--- config.mk ---
export PLATFORM = sky130hd
export DESIGN_NAME = alu_seq_core_flat
export DESIGN_NICKNAME = d
export VERILOG_FILES = /design/src/rtl/alu_seq_core_if.sv /design/src/rtl/alu_seq_core.sv /design/src/flat_wrapper.sv
export SDC_FILE = /design/constraint.sdc
export NUM_CORES = 1
export LEC_CHECK = 0
export BUFFER_PORTS_ARGS = -buffer_cell sky130_fd_sc_hd__buf_4
export CELL_PAD_IN_SITES_DETAIL_PLACEMENT = 1
export CELL_PAD_IN_SITES_GLOBAL_PLACEMENT = 1
export CORE_AREA = 2 2 105 107
export DETAILED_ROUTE_END_ITERATION = 12
export DIE_AREA = 0 0 107 109
export PLACE_DENSITY = 0.67
export SYNTH_ARGS = -nofsm -noshare
export SYNTH_HDL_FRONTEND = slang
export SYNTH_SLANG_ARGS = --single-unit
export TNS_END_PERCENT = 10
--- constraint.sdc ---
create_clock -name clk -period 7.9 [get_ports clk]
set_input_delay 1.975 -clock clk [delete_from_list [all_inputs] [get_ports clk]]
set_output_delay 1.975 -clock clk [all_outputs]
set_load 0.05 [all_outputs]
--- src/rtl/alu_seq_core_if.sv ---
// Operand/result handshake bundle for alu_seq_core.
// The master side offers operations and consumes results. The slave side is the ALU core.
interface alu_seq_core_if #(
    parameter int WIDTH = 8
);
    logic             in_valid;
    logic             in_ready;
    logic [2:0]       op;
    logic [WIDTH-1:0] a;
    logic [WIDTH-1:0] b;
    logic             out_valid;
    logic             out_ready;
    logic [WIDTH-1:0] result;
    logic [WIDTH-1:0] hi;
    logic             flag_zero;
    logic             flag_carry;
    logic             flag_err;
    logic             busy;

    modport master (
        output in_valid, op, a, b, out_ready,
        input  in_ready, out_valid, result, hi, flag_zero, flag_carry, flag_err, busy
    );

    modport slave (
        input  in_valid, op, a, b, out_ready,
        output in_ready, out_valid, result, hi, flag_zero, flag_carry, flag_err, busy
    );
endinterface

--- src/rtl/alu_seq_core.sv ---
// Multi-cycle WIDTH-bit ALU: single-cycle add/sub/logic, iterative restoring divide.
// Define ALU_MUL_EN to build the combinational multiplier for opcode 010.
module alu_seq_core #(
    parameter int WIDTH = 8
) (
    input logic             clk,
    input logic             rst,
    alu_seq_core_if.slave   bus
);
    localparam int CW = ($clog2(WIDTH + 1) < 4) ? 4 : $clog2(WIDTH + 1);
    localparam logic [CW-1:0] LAST = CW'(WIDTH - 1);

    localparam logic [2:0] OP_ADD = 3'b000;
    localparam logic [2:0] OP_SUB = 3'b001;
    localparam logic [2:0] OP_MUL = 3'b010;
    localparam logic [2:0] OP_DIV = 3'b011;
    localparam logic [2:0] OP_AND = 3'b100;
    localparam logic [2:0] OP_OR  = 3'b101;
    localparam logic [2:0] OP_XOR = 3'b110;

    typedef enum logic [1:0] {S_IDLE, S_DIV, S_DONE} state_t;

    state_t r_state;
    state_t w_state_nxt;

    logic [WIDTH-1:0] r_result;
    logic [WIDTH-1:0] r_hi;
    logic             r_zero;
    logic             r_carry;
    logic             r_err;
    logic [WIDTH-1:0] r_rem;
    logic [WIDTH-1:0] r_quot;
    logic [WIDTH-1:0] r_dvsr;
    logic [CW-1:0]    r_cnt;

    logic             w_in_ready;
    logic             w_accept;
    logic             w_div_go;
    logic             w_div_last;
    logic [WIDTH-1:0] w_res;
    logic [WIDTH-1:0] w_hi;
    logic             w_carry;
    logic             w_err;
    logic [WIDTH:0]   w_shift;
    logic [WIDTH:0]   w_trial;
    logic             w_q_bit;
    logic [WIDTH-1:0] w_rem_nxt;
    logic [WIDTH-1:0] w_quot_nxt;

    assign w_in_ready = (r_state == S_IDLE) && !rst;
    assign w_accept   = bus.in_valid && w_in_ready;
    assign w_div_go   = (bus.op == OP_DIV) && (bus.b != '0);
    assign w_div_last = (r_state == S_DIV) && (r_cnt == LAST);

    // The shifted partial remainder is always below twice the divisor, so the
    // sign bit of the trial subtraction alone decides the quotient bit.
    assign w_shift    = {r_rem, r_quot[WIDTH-1]};
    assign w_trial    = w_shift - {1'b0, r_dvsr};
    assign w_q_bit    = !w_trial[WIDTH];
    assign w_rem_nxt  = w_q_bit ? w_trial[WIDTH-1:0] : w_shift[WIDTH-1:0];
    assign w_quot_nxt = {r_quot[WIDTH-2:0], w_q_bit};

`ifdef ALU_MUL_EN
    logic [2*WIDTH-1:0] w_prod;
    assign w_prod = {{WIDTH{1'b0}}, bus.a} * {{WIDTH{1'b0}}, bus.b};
`endif

    always_comb begin
        w_res   = '0;
        w_hi    = '0;
        w_carry = 1'b0;
        w_err   = 1'b0;
        case (bus.op)
            OP_ADD: {w_carry, w_res} = {1'b0, bus.a} + {1'b0, bus.b};
            OP_SUB: begin
                w_res   = bus.a - bus.b;
                w_carry = (bus.a < bus.b);
            end
`ifdef ALU_MUL_EN
            OP_MUL: begin
                {w_hi, w_res} = w_prod;
                w_carry       = (w_prod[2*WIDTH-1:WIDTH] != '0);
            end
`endif
            // Only loaded from IDLE for a zero divisor; legal divides take the DIV path.
            OP_DIV: begin
                w_res = '1;
                w_hi  = bus.a;
                w_err = 1'b1;
            end
            OP_AND: w_res = bus.a & bus.b;
            OP_OR:  w_res = bus.a | bus.b;
            OP_XOR: w_res = bus.a ^ bus.b;
            default: w_err = 1'b1;
        endcase
    end

    always_comb begin
        w_state_nxt = r_state;
        case (r_state)
            S_IDLE: if (w_accept) w_state_nxt = w_div_go ? S_DIV : S_DONE;
            S_DIV:  if (r_cnt == LAST) w_state_nxt = S_DONE;
            S_DONE: if (bus.out_ready) w_state_nxt = S_IDLE;
            default: w_state_nxt = S_IDLE;
        endcase
    end

    always_ff @(posedge clk) begin
        if (rst) begin
            r_state <= S_IDLE;
        end else begin
            r_state <= w_state_nxt;
        end
    end

    always_ff @(posedge clk) begin
        if (rst) begin
            r_result <= '0;
            r_hi     <= '0;
            r_zero   <= 1'b0;
            r_carry  <= 1'b0;
            r_err    <= 1'b0;
            r_rem    <= '0;
            r_quot   <= '0;
            r_dvsr   <= '0;
            r_cnt    <= '0;
        end else if (w_accept) begin
            if (w_div_go) begin
                r_rem  <= '0;
                r_quot <= bus.a;
                r_dvsr <= bus.b;
                r_cnt  <= '0;
            end else begin
                r_result <= w_res;
                r_hi     <= w_hi;
                r_zero   <= (w_res == '0);
                r_carry  <= w_carry;
                r_err    <= w_err;
            end
        end else if (r_state == S_DIV) begin
            r_rem  <= w_rem_nxt;
            r_quot <= w_quot_nxt;
            r_cnt  <= r_cnt + 1'b1;
            if (w_div_last) begin
                r_result <= w_quot_nxt;
                r_hi     <= w_rem_nxt;
                r_zero   <= (w_quot_nxt == '0);
                r_carry  <= 1'b0;
                r_err    <= 1'b0;
            end
        end
    end

    assign bus.in_ready   = w_in_ready;
    assign bus.out_valid  = (r_state == S_DONE);
    assign bus.result     = r_result;
    assign bus.hi         = r_hi;
    assign bus.flag_zero  = r_zero;
    assign bus.flag_carry = r_carry;
    assign bus.flag_err   = r_err;
    assign bus.busy       = (r_state != S_IDLE);
endmodule

--- src/flat_wrapper.sv ---
// flat-port wrapper written by rule: the top's interface ports become plain ports
module alu_seq_core_flat 
#(
    parameter int WIDTH = 8
)
  (clk, rst, bus_in_valid, bus_op, bus_a, bus_b, bus_out_ready, bus_in_ready, bus_out_valid, bus_result, bus_hi, bus_flag_zero, bus_flag_carry, bus_flag_err, bus_busy);
  alu_seq_core_if #(.WIDTH(WIDTH)) bus_i ();
  input logic clk;
  input logic rst;
  input wire logic [$bits(bus_i.in_valid)-1:0] bus_in_valid;
  input wire logic [$bits(bus_i.op)-1:0] bus_op;
  input wire logic [$bits(bus_i.a)-1:0] bus_a;
  input wire logic [$bits(bus_i.b)-1:0] bus_b;
  input wire logic [$bits(bus_i.out_ready)-1:0] bus_out_ready;
  output wire logic [$bits(bus_i.in_ready)-1:0] bus_in_ready;
  output wire logic [$bits(bus_i.out_valid)-1:0] bus_out_valid;
  output wire logic [$bits(bus_i.result)-1:0] bus_result;
  output wire logic [$bits(bus_i.hi)-1:0] bus_hi;
  output wire logic [$bits(bus_i.flag_zero)-1:0] bus_flag_zero;
  output wire logic [$bits(bus_i.flag_carry)-1:0] bus_flag_carry;
  output wire logic [$bits(bus_i.flag_err)-1:0] bus_flag_err;
  output wire logic [$bits(bus_i.busy)-1:0] bus_busy;
  assign bus_i.in_valid = bus_in_valid;
  assign bus_i.op = bus_op;
  assign bus_i.a = bus_a;
  assign bus_i.b = bus_b;
  assign bus_i.out_ready = bus_out_ready;
  assign bus_in_ready = bus_i.in_ready;
  assign bus_out_valid = bus_i.out_valid;
  assign bus_result = bus_i.result;
  assign bus_hi = bus_i.hi;
  assign bus_flag_zero = bus_i.flag_zero;
  assign bus_flag_carry = bus_i.flag_carry;
  assign bus_flag_err = bus_i.flag_err;
  assign bus_busy = bus_i.busy;
  alu_seq_core #(.WIDTH(WIDTH)) u_core (.clk(clk), .rst(rst), .bus(bus_i));
endmodule
==> summary.md <==
| Metric | Value |
|---|---|
| Synthesized cell area | about 3600 µm² |
| I/O pins | 45 |
| IO buf count | 44 |
| Flops & latches, synth | 49 |
| CTS H-tree lvls | 2 |
| Min-delay worst type | reg -> reg |
| Clk_lat worst skew | 310 ps |
| WP data arrival | 2690 ps |
| R2R depth | 12 |
| CTS Root Cell | clkbuf_8 |
| Status | completed |
| Yosys cell types | 59 |
| Dpl cells | 614 |
| Post-layout nets | 541 |
| Total CTS buffers | 5 |
| Post-Syn Instances | 454 |
| Fmax | 215 MHz |
| Min-Delay Path Depth | 2 |
| Chip height | about 110 µm |
| Slew margin rel. | 0.268 |
| Max-slew violations | 0 |
| P&R area growth vs syn | 14.1% |
| Cell taking the most area after synthesis | dfxtp_1 |
| Post-synth top cells | 49 x dfxtp_1, 45 x nand2_1, 42 x nor2_1 |
| Count leader, synth | dfxtp_1 |
| Die width | 107 µm |
| Placed cell area | 4000 µm² |
| Antenna violations before repair | 0 |
| Routed Antenna Nets | 0 |
| Setup ws final | 3240 ps |
| Peak supply drop | between 0.06 and 0.07 mV |
| Largest net degree at the start of global routing | 37 |
| Count of non-filler cells in the finished layout | 622 |
| Total chip power | ~0.62 mW |
| # rows | 38 |
| Initial core utilization | 0.340 |
| # setup viols final | 0 |
| Fill cells | 1309 |
| Post-CTS repair timing setup buffer count | 0 |
| Sink Count | 49 |
| Core area | 10600 µm² |
| Synthesized Nets | 514 |
| EDFF count, synth | 0 |
| Share of post-route cells with drive strength above 1 | 0.147 |
| Worst hold margin | 458 ps |
| Register area share after synthesis | 0.272 |
| Place WS | 3240 ps |
| Die ar. | 11700 µm² |
| RSZ-0062 raised after global routing | false |
| Drc violations | 0 |
| Antenna cells | 0 |
| Leak | between 1.5 and 2 nW |
| Critical path peak fanout | 36 |
| PwrDens | approximately 150 nW/µm² |
| Top FF cell, synth | dfxtp_1 |
| Synth area leaders | dfxtp_1 27%, ha_1 12%, o21ai_0 4.9%, nand2_1 4.7%, mux2i_1 4.4% |
| Post-synth ARST share | 0 |
| CP Data Required Time | approximately 6000 ps |
| Max Clock Skew | 4.11 ps |
| Tot GR Track Use | 0.194 |
| Global-route wire length before repair | approximately 18 mm |
| Util after Layout | 0.388 |
| Max clock buf depth | 2 |
| CTS resizes | 0 |
| Via density | roughly 5.4 |
| Crit. End Element | output pin |
| Crit share post-route | 0.590 |
| Initial DRC count | 129 |
| Syn_area_per_cell | 7.95 µm² |
| Gr ovfl total | 0 |
| Minimum clock period | between 4000 and 5000 ps |
| Cts hold-fix bufs | 0 |
| MaxCap Viol Count | 0 |
| Setup TNS | 0 ps |
| Dpl hpwl | between 8 and 9 mm |
| Wire length per cell | 17.5 µm |
| Worst-path clk slew | 90 ps |
| Synth Warn # | 0 |
| Slew @ Worst Pin | 1100 ps |
| Startpoint class of the critical path | input pin |
| CTS tree | built |
| Fin. Hold Viols | 0 |
| Finished Cell Area | 4120 µm² |
| Via count | between 3k and 4k |
| First-pass detailed-route iteration total | 4 |
| Gpl congestion | 0.829 |
| Vias in the first global route | 3394 |
| CP Class | in -> out |
| Final WL | 10.9 mm |
| Top-area cell type share of the netlist area | 0.272 |
[registers in the layout, summed over array words and instances (netlist names)]
register / cells
u_core.bus.flag_carry: 1
u_core.bus.flag_err: 1
u_core.bus.flag_zero: 1
u_core.bus.hi: 8
u_core.bus.result: 8
u_core.r_cnt: 4
u_core.r_dvsr: 8
u_core.r_quot: 8
u_core.r_rem: 8
u_core.r_state: 2
[worst max-delay path, cell delays in order]
cell	delay [ps]
buf_4	230
nor3_2	230
buf_4	240
[cell usage in the layout (no fill, tap or decap), types with 6 or more instances in the layout]
cell,netlist,routed
dfxtp_1,49,49
nand2_1,45,45
buf_4,1,45
nor2_1,42,42
o21ai_0,35,35
ha_1,34,34
inv_1,33,33
a21oi_1,23,23
mux2i_1,16,16
a211oi_1,10,10
nor3_1,9,9
a311oi_1,8,8
a31oi_1,8,8
mux2_2,8,8
nand2b_1,7,7
xnor2_1,7,7
nand3_1,7,7
xor2_1,7,7
nor2b_1,6,6
a22oi_1,6,6
clkbuf_8,0,6
[area by class of cell]
| class | instances | area, µm² | share of cell area |
|---|---|---|---|
| flip-flops and latches | 49 | 981 | 0.238 |
| inverters | 33 | 124 | 0.0301 |
| clock buffers | 7 | 86.3 | 0.0210 |
| repair buffers | 45 | 338 | 0.0820 |
| clock inverters | 1 | 30.0 | 0.00729 |
| multi-input cells | 347 | 2380 | 0.579 |
| well taps | 140 | 175 | 0.0425 |
[cells by family (layout without fill, tap and decap cells)]
kind of cell    after synthesis  after routing  synth area share
flops                        49             49             0.272
xor+xnor                     14             14            0.0340
compound gates              130            130             0.239
simple gates                142            142             0.183
fa+ha+maj                    37             37             0.134
buf+inv                      58             86            0.0679
mux                          24             24            0.0693
[where the power goes]
part | leakage (nW) | switching (mW) | internal, mW | total [mW]
logic | 1.27 | 0.109 | 0.0613 | 0.171
registers | 0.397 | 0.00541 | 0.255 | 0.260
clock network | 0.0585 | 0.0865 | 0.103 | 0.190
total | 1.72 | 0.201 | 0.419 | 0.620
[metal layers]
layer,part of all wire,vias to the layer above,global-route usage
met1,0.46,1612,0.244
met3,0.030,11,0.0233
met5,0,-,0
met4,0.012,0,0.0445
li1,-,1650,-
met2,0.50,55,0.355
[worst paths after layout]
check | from | to | slack, ps
hold reg to reg | u_core.bus.result[3]$_SDFFE_PP0P_ | u_core.bus.result[3]$_SDFFE_PP0P_ | 460
setup reg to reg | u_core.r_quot[7]$_SDFFE_PP0P_ | u_core.bus.hi[3]$_SDFFE_PP0P_ | 4840
setup / recovery | rst | bus_in_ready | 3240
hold / removal | u_core.bus.result[3]$_SDFFE_PP0P_ | u_core.bus.result[3]$_SDFFE_PP0P_ | 460
Power figures use the tool's default switching activity.
